==> config.mk <==
export PLATFORM = sky130hd
export DESIGN_NAME = adder_result_acc
export DESIGN_NICKNAME = d
export VERILOG_FILES = /design/src/rtl/adder_result_acc.sv
export SDC_FILE = /design/constraint.sdc
export NUM_CORES = 1
export LEC_CHECK = 0
export CELL_PAD_IN_SITES_DETAIL_PLACEMENT = 1
export CELL_PAD_IN_SITES_GLOBAL_PLACEMENT = 1
export CORE_UTILIZATION = 38
export CTS_BUF_LIST = sky130_fd_sc_hd__clkbuf_8
export DETAILED_ROUTE_END_ITERATION = 7
export PLACE_DENSITY_LB_ADDON = 0.12
export SYNTH_ARGS = -nofsm -noshare
export SYNTH_HDL_FRONTEND = slang
export SYNTH_SLANG_ARGS = --single-unit
export TNS_END_PERCENT = 20
==> constraint.sdc <==
create_clock -name clock -period 2.73 [get_ports clock]
set_input_delay 0.6825 -clock clock [delete_from_list [all_inputs] [get_ports clock]]
set_output_delay 0.6825 -clock clock [all_outputs]
set_load 0.01 [all_outputs]
==> src/rtl/adder_result_acc.sv <==
// ---------------------------------------------------------------------------
// adder_result_acc
//
// Collects NUM_SAMPLES unsigned adder results (IN_W bits, zero-extended) into
// an ACC_W-bit accumulator. It then holds the total on a valid/ready output
// until the consumer takes it. An overflow flag records whether the true sum
// exceeded 2^ACC_W-1 while the result was being formed.
//
// Optional feature (compile-time macro ACC_SAT_EN):
//   defined     : on overflow the accumulator clamps to 2^ACC_W-1 and stays there
//   not defined : the accumulator wraps modulo 2^ACC_W
//   In both builds io_out_ovf is sticky until the result is consumed or cleared.
//
// Handshake rules (both sides):
//   A transfer happens on a rising clock edge where valid and ready are both 1.
//   Ready never depends on valid. Valid and the data stay stable until the
//   transfer happens.
//
// Ports:
//   clock        in   rising-edge clock
//   reset        in   asynchronous, active-low reset
//   io_in_valid  in   io_in_sum is valid this cycle
//   io_in_ready  out  a sample is accepted this cycle: (state==ACC) & ~io_clear
//   io_in_sum    in   IN_W-bit unsigned adder result
//   io_clear     in   synchronous clear; drops any partial or pending result
//   io_out_valid out  a completed result is held (state==DONE)
//   io_out_ready in   the consumer accepts the result
//   io_out_acc   out  accumulated total (the accumulator register)
//   io_out_ovf   out  overflow occurred while forming this result
//   state_dbg    out  current FSM state (0 = ACC, 1 = DONE)
// ---------------------------------------------------------------------------
module adder_result_acc #(
    parameter int IN_W        = 9,
    parameter int ACC_W       = 16,
    parameter int NUM_SAMPLES = 4
) (
    input  logic             clock,
    input  logic             reset,
    input  logic             io_in_valid,
    output logic             io_in_ready,
    input  logic [IN_W-1:0]  io_in_sum,
    input  logic             io_clear,
    output logic             io_out_valid,
    input  logic             io_out_ready,
    output logic [ACC_W-1:0] io_out_acc,
    output logic             io_out_ovf,
    output logic             state_dbg
);

    typedef enum logic {
        ST_ACC  = 1'b0,
        ST_DONE = 1'b1
    } state_t;

    localparam logic [7:0] LAST_CNT = 8'(NUM_SAMPLES - 1);

    state_t             state;
    logic [ACC_W-1:0]   acc;
    logic [7:0]         cnt;
    logic               ovf;

    // One spare bit catches the carry out of the accumulator.
    logic [ACC_W:0]     next_sum;
    logic [ACC_W-1:0]   acc_upd;

    assign next_sum = {1'b0, acc} + {{(ACC_W + 1 - IN_W){1'b0}}, io_in_sum};

`ifdef ACC_SAT_EN
    // Clamp to all-ones. Once acc is saturated, every later sample overflows
    // again, so acc stays at its maximum.
    assign acc_upd = next_sum[ACC_W] ? {ACC_W{1'b1}} : next_sum[ACC_W-1:0];
`else
    assign acc_upd = next_sum[ACC_W-1:0];
`endif

    assign io_in_ready  = (state == ST_ACC) & ~io_clear;
    assign io_out_valid = (state == ST_DONE);
    assign io_out_acc   = acc;
    assign io_out_ovf   = ovf;
    assign state_dbg    = state;

    always_ff @(posedge clock or negedge reset) begin
        if (!reset) begin
            state <= ST_ACC;
            acc   <= '0;
            cnt   <= '0;
            ovf   <= 1'b0;
        end else if (io_clear) begin
            // Clear wins over everything, including a pending DONE result
            // that the consumer is accepting in the same cycle.
            state <= ST_ACC;
            acc   <= '0;
            cnt   <= '0;
            ovf   <= 1'b0;
        end else begin
            case (state)
                ST_ACC: begin
                    // io_clear is 0 on this branch, so in_ready is 1 and
                    // io_in_valid alone decides whether a sample fires.
                    if (io_in_valid) begin
                        acc <= acc_upd;
                        cnt <= cnt + 8'd1;
                        if (next_sum[ACC_W]) begin
                            ovf <= 1'b1;
                        end
                        if (cnt == LAST_CNT) begin
                            state <= ST_DONE;
                        end
                    end
                end
                ST_DONE: begin
                    if (io_out_ready) begin
                        state <= ST_ACC;
                        acc   <= '0;
                        cnt   <= '0;
                        ovf   <= 1'b0;
                    end
                end
                default: begin
                    state <= ST_ACC;
                end
            endcase
        end
    end

endmodule

==> flow_summary.yaml, run 1 <==
synthesis:
  synth_async_sr_flop_share: 1.000
  synth.avg_cell_area_um2: 9.595
  postSynth.topFlopCell: "dfrtp_1"
  post_synth_edffs: 0
  synth_seq_area_share: 0.4012
  netlist-cell-type-count: 41
  ys_top_cells_by_area: "dfrtp_1 40%, ha_1 7.7%, xor2_1 7.0%"
  yosys.area.top_type: "dfrtp_1"
  synth.net_count: 194
  synth.cell_area_um2: 1622
  synthCells: 169
  share_of_yosys_cell_area_claimed_by_the_top_area_cell_type: 0.4012
  yosys_warnings: 0
  synth_seq_cells: 26
sta:
  finalCriticalPeriod_ns: 2.555
  report.final.slew_viol_count: 0
  setup_viol: 0
  finalClockSkew_ns: 0.01158
  fin_hold_ws_ns: 0.5211
  timing.max_slew.rel_slack: 0.7333
  fmaxAchievable_mhz: 391.4
  worst_slew_pin_slew_ns: 0.3899
  post-route-period-util: 0.9360
  timing.final.hold_violations: 0
  rsz0062_at_grt: "no"
critical_path:
  reg2reg_setup_slack_ns: 0.58
  regToRegStartpoint: "io_out_acc[0]$_DFFE_PN0P_"
  worstRegToRegCells: 8
  startpoint_type: "input pin"
  cp_max_fo: 3
  critical_path_required_ns: 2.93
  capturing_element_type_of_the_critical_path: "flop"
  worst_path_max_delay_cell: "fa_1"
  critical_path.reg2reg.endpoint: "io_out_acc[12]$_DFFE_PN0P_"
  critPathLaunch: "io_in_sum[0]"
  setup.worst_path.class: "input pin to flop"
  cpLargestDelayFamily: "compound AO/OA/AOI/OAI gates"
  crit_buf_inv: 2
  critPathArrivalTime_ns: 2.76
  critical-path-max-stage-delay_ns: 0.42
  timing.critical_path.cells: "clkdlybuf4s50_1 > ha_1 > fa_1 > a211oi_2 > o21ai_2 > a31oi_2 > buf_4 > nand4_1 > o211ai_2"
clocking:
  cts_post_setup_buffers_inserted: 0
  cts.sink_count: 26
  cts.htree.levels: 1
  cts_tree: "built"
  clk-insertion-delay-late_ns: 0.28
  cts_resized: 0
  clock_tree.root_cell: "clkbuf_8"
  cts.path.max_buffers: 2
  post_cts_hold_buffer_count: 0
  cts-buffers-inserted: 3
  path_clk_slew_ns: 0.10
finish:
  final_nets: 239
  syn2layout_area_growth_pct: 31.02
  diodes: 0
  final_area_um2: 2125
  drive_above_1_share: 0.1174
drt:
  routed-via-count: 1450
  drt_iter0_drc: 72
  routed_via_density: 5.513
  wire_length_reported_by_the_detailed_router_um: 4224
  route.antenna.remaining_nets: 0
  drc: 0
  drt-pass1-iter-count: 4
  drt-wirelength-per-cell_um: 16.06
placement:
  placer_congestion: 0.8047
  detailed_place_hpwl_um: 3221
  port_buf_inserts: 33
  placement.cell_area_um2: 2069
pwr:
  power.total_uw: 1047
  switchingPower_uw: 335.0
  power_density_nw_per_um2: 492.9
  power_switching_share: 0.3199
  clockPowerShare: 0.249
  power.share.combinational: 0.332
  cellLeakagePower_uw: 0.0009194
  internal_dissipation_uw: 712.2
  p_seq_frac: 0.419
  max-vdd-ir-drop_mv: 0.2157
floorplan:
  design.portCount: 34
  core_area_um2: 4058
  floorplan.initialDensity: 0.3996
  fp.dieH_um: 67.33
  dieArea_um2: 4533
  chipWidth_um: 67.33
  placement_rows: 23
global_routing:
  first_pass_grt_wire_length_um: 7403
  grt_start_max_net_pins: 27
  globalRouteTotalUtil: 0.2192
  antenna_found_initial: 0
  gr-total-overflow: 0
  first_global_vias: 1516
hold_path:
  worst_hold_path.num_cells: 2
  hp-class: "flop to flop"
  min_from: "io_out_acc[6]$_DFFE_PN0P_"
  worstHoldEndpoint: "io_out_acc[6]$_DFFE_PN0P_"
job:
  max_cap_violations: 0
outcome:
  run_status: "finished clean"
## worst max path at each step
stage | endpoint | slack, ns | cells after the start
after CTS | io_in_ready | 0.17 | 3
after global placement | io_out_acc[12]$_DFFE_PN0P_ | -0.06 | 9
after floorplan | io_out_ovf$_DFFE_PN0P_ | 0.38 | 7
final | io_out_acc[12]$_DFFE_PN0P_ | 0.17 | 9
after global routing | io_out_acc[10]$_DFFE_PN0P_ | 0.03 | 9
after detailed placement | io_out_acc[12]$_DFFE_PN0P_ | -0.11 | 9
## power by group through the flow
stage | registers, µW | clock network, µW | logic, µW
global placement | 445 | 0 | 339
finish | 439 | 261 | 348
floorplan | 453 | 0 | 184
global route | 444 | 284 | 388
CTS | 439 | 267 | 352
detailed placement | 447 | 0 | 348
## through the flow
step                std cells  TNS [ns]  worst slack (ns)  utilization
floorplan                 169         0            0.3823            -
global placement          259   -0.1087          -0.06188       0.5100
detailed placement        259   -0.3939           -0.1064       0.5100
CTS                       263         0            0.1737       0.5236
global route              263         0           0.03140       0.5236
finish                    263         0            0.1748       0.5236
## registers in the layout, summed over array words and instances, names as in the netlist
register      flops
io_out_ovf        1
io_out_acc       16
io_out_valid      1
cnt               8
## cell usage in the layout (no fill, tap or decap), types with 2 or more instances in the layout
master and instances:
a211oi_2 2, a21oi_1 12, buf_4 11, nand2_1 20, xor2_1 13, o211ai_1 4, o21ai_0 16, clkdlybuf4s50_1 33
nand3_1 4, a21o_1 5, nand4_1 5, clkbuf_8 4, xnor2_1 3, dfrtp_1 26, and3_1 3, nor2_1 12
ha_1 10, a211oi_1 3, or3_1 4, a22o_1 3
## worst register-to-register path, delay by kind of cell, from the launching register on
family / cells / cell delay (ns)
buffers and inverters: 1 / 0.16
AO/OA/AOI/OAI: 4 / 0.74
AND/OR/NAND/NOR: 1 / 0.10
flip-flops: 1 / 0.41
adder cells (fa/ha/maj): 2 / 0.64
## cells in the mapped netlist (4+ instances only)
cell type / instances
a21o_1: 5
nand3_1: 4
xor2_1: 13
o211ai_1: 4
or3_1: 4
o21ai_0: 16
ha_1: 10
nand2_1: 20
nand4_1: 5
nor2_1: 12
dfrtp_1: 26
a21oi_1: 12
## final cells by class
| type | instances | area, µm² |
|---|---|---|
| Fill cell | 483 | 1933 |
| Tap cell | 50 | 62.56 |
| Inverter | 1 | 3.754 |
| Clock buffer | 4 | 55.05 |
| Timing Repair Buffer | 44 | 412.9 |
| Multi-Input combinational cell | 138 | 939.7 |
| Sequential cell | 26 | 650.6 |
## routing by layer
layer / track usage / wire (µm)
met5: 0 / 0
met4: 0.06383 / 44
met1: 0.2881 / 1996
met2: 0.3788 / 2041
met3: 0.02027 / 140
## cell families after synthesis
logic type | after synthesis | share of synthesized area
adders and majority gates | 11 | 0.08951
xor gates and xnor gates | 16 | 0.08642
AOI/OAI and AO/OA | 55 | 0.2261
buffers and inverters | 5 | 0.01928
DFF | 26 | 0.4012
and+or+nand+nor | 55 | 0.1705
muxes | 1 | 0.006944
Power figures use the tool's default switching activity.
==> inputs of run 2 (changes only) <==
--- a/config.mk
+++ b/config.mk
@@ -5,10 +5,12 @@
 export SDC_FILE = /design/constraint.sdc
 export NUM_CORES = 1
 export LEC_CHECK = 0
+export ABC_CLOCK_PERIOD_IN_PS = 2730
 export CELL_PAD_IN_SITES_DETAIL_PLACEMENT = 1
 export CELL_PAD_IN_SITES_GLOBAL_PLACEMENT = 1
 export CORE_UTILIZATION = 38
 export CTS_BUF_LIST = sky130_fd_sc_hd__clkbuf_8
+export CTS_CLUSTER_SIZE = 10
 export DETAILED_ROUTE_END_ITERATION = 7
 export PLACE_DENSITY_LB_ADDON = 0.12
 export SYNTH_ARGS = -nofsm -noshare
==> results of run 2 <==
Same layout as run 1: the final DEF is identical, and so are final timing and power.
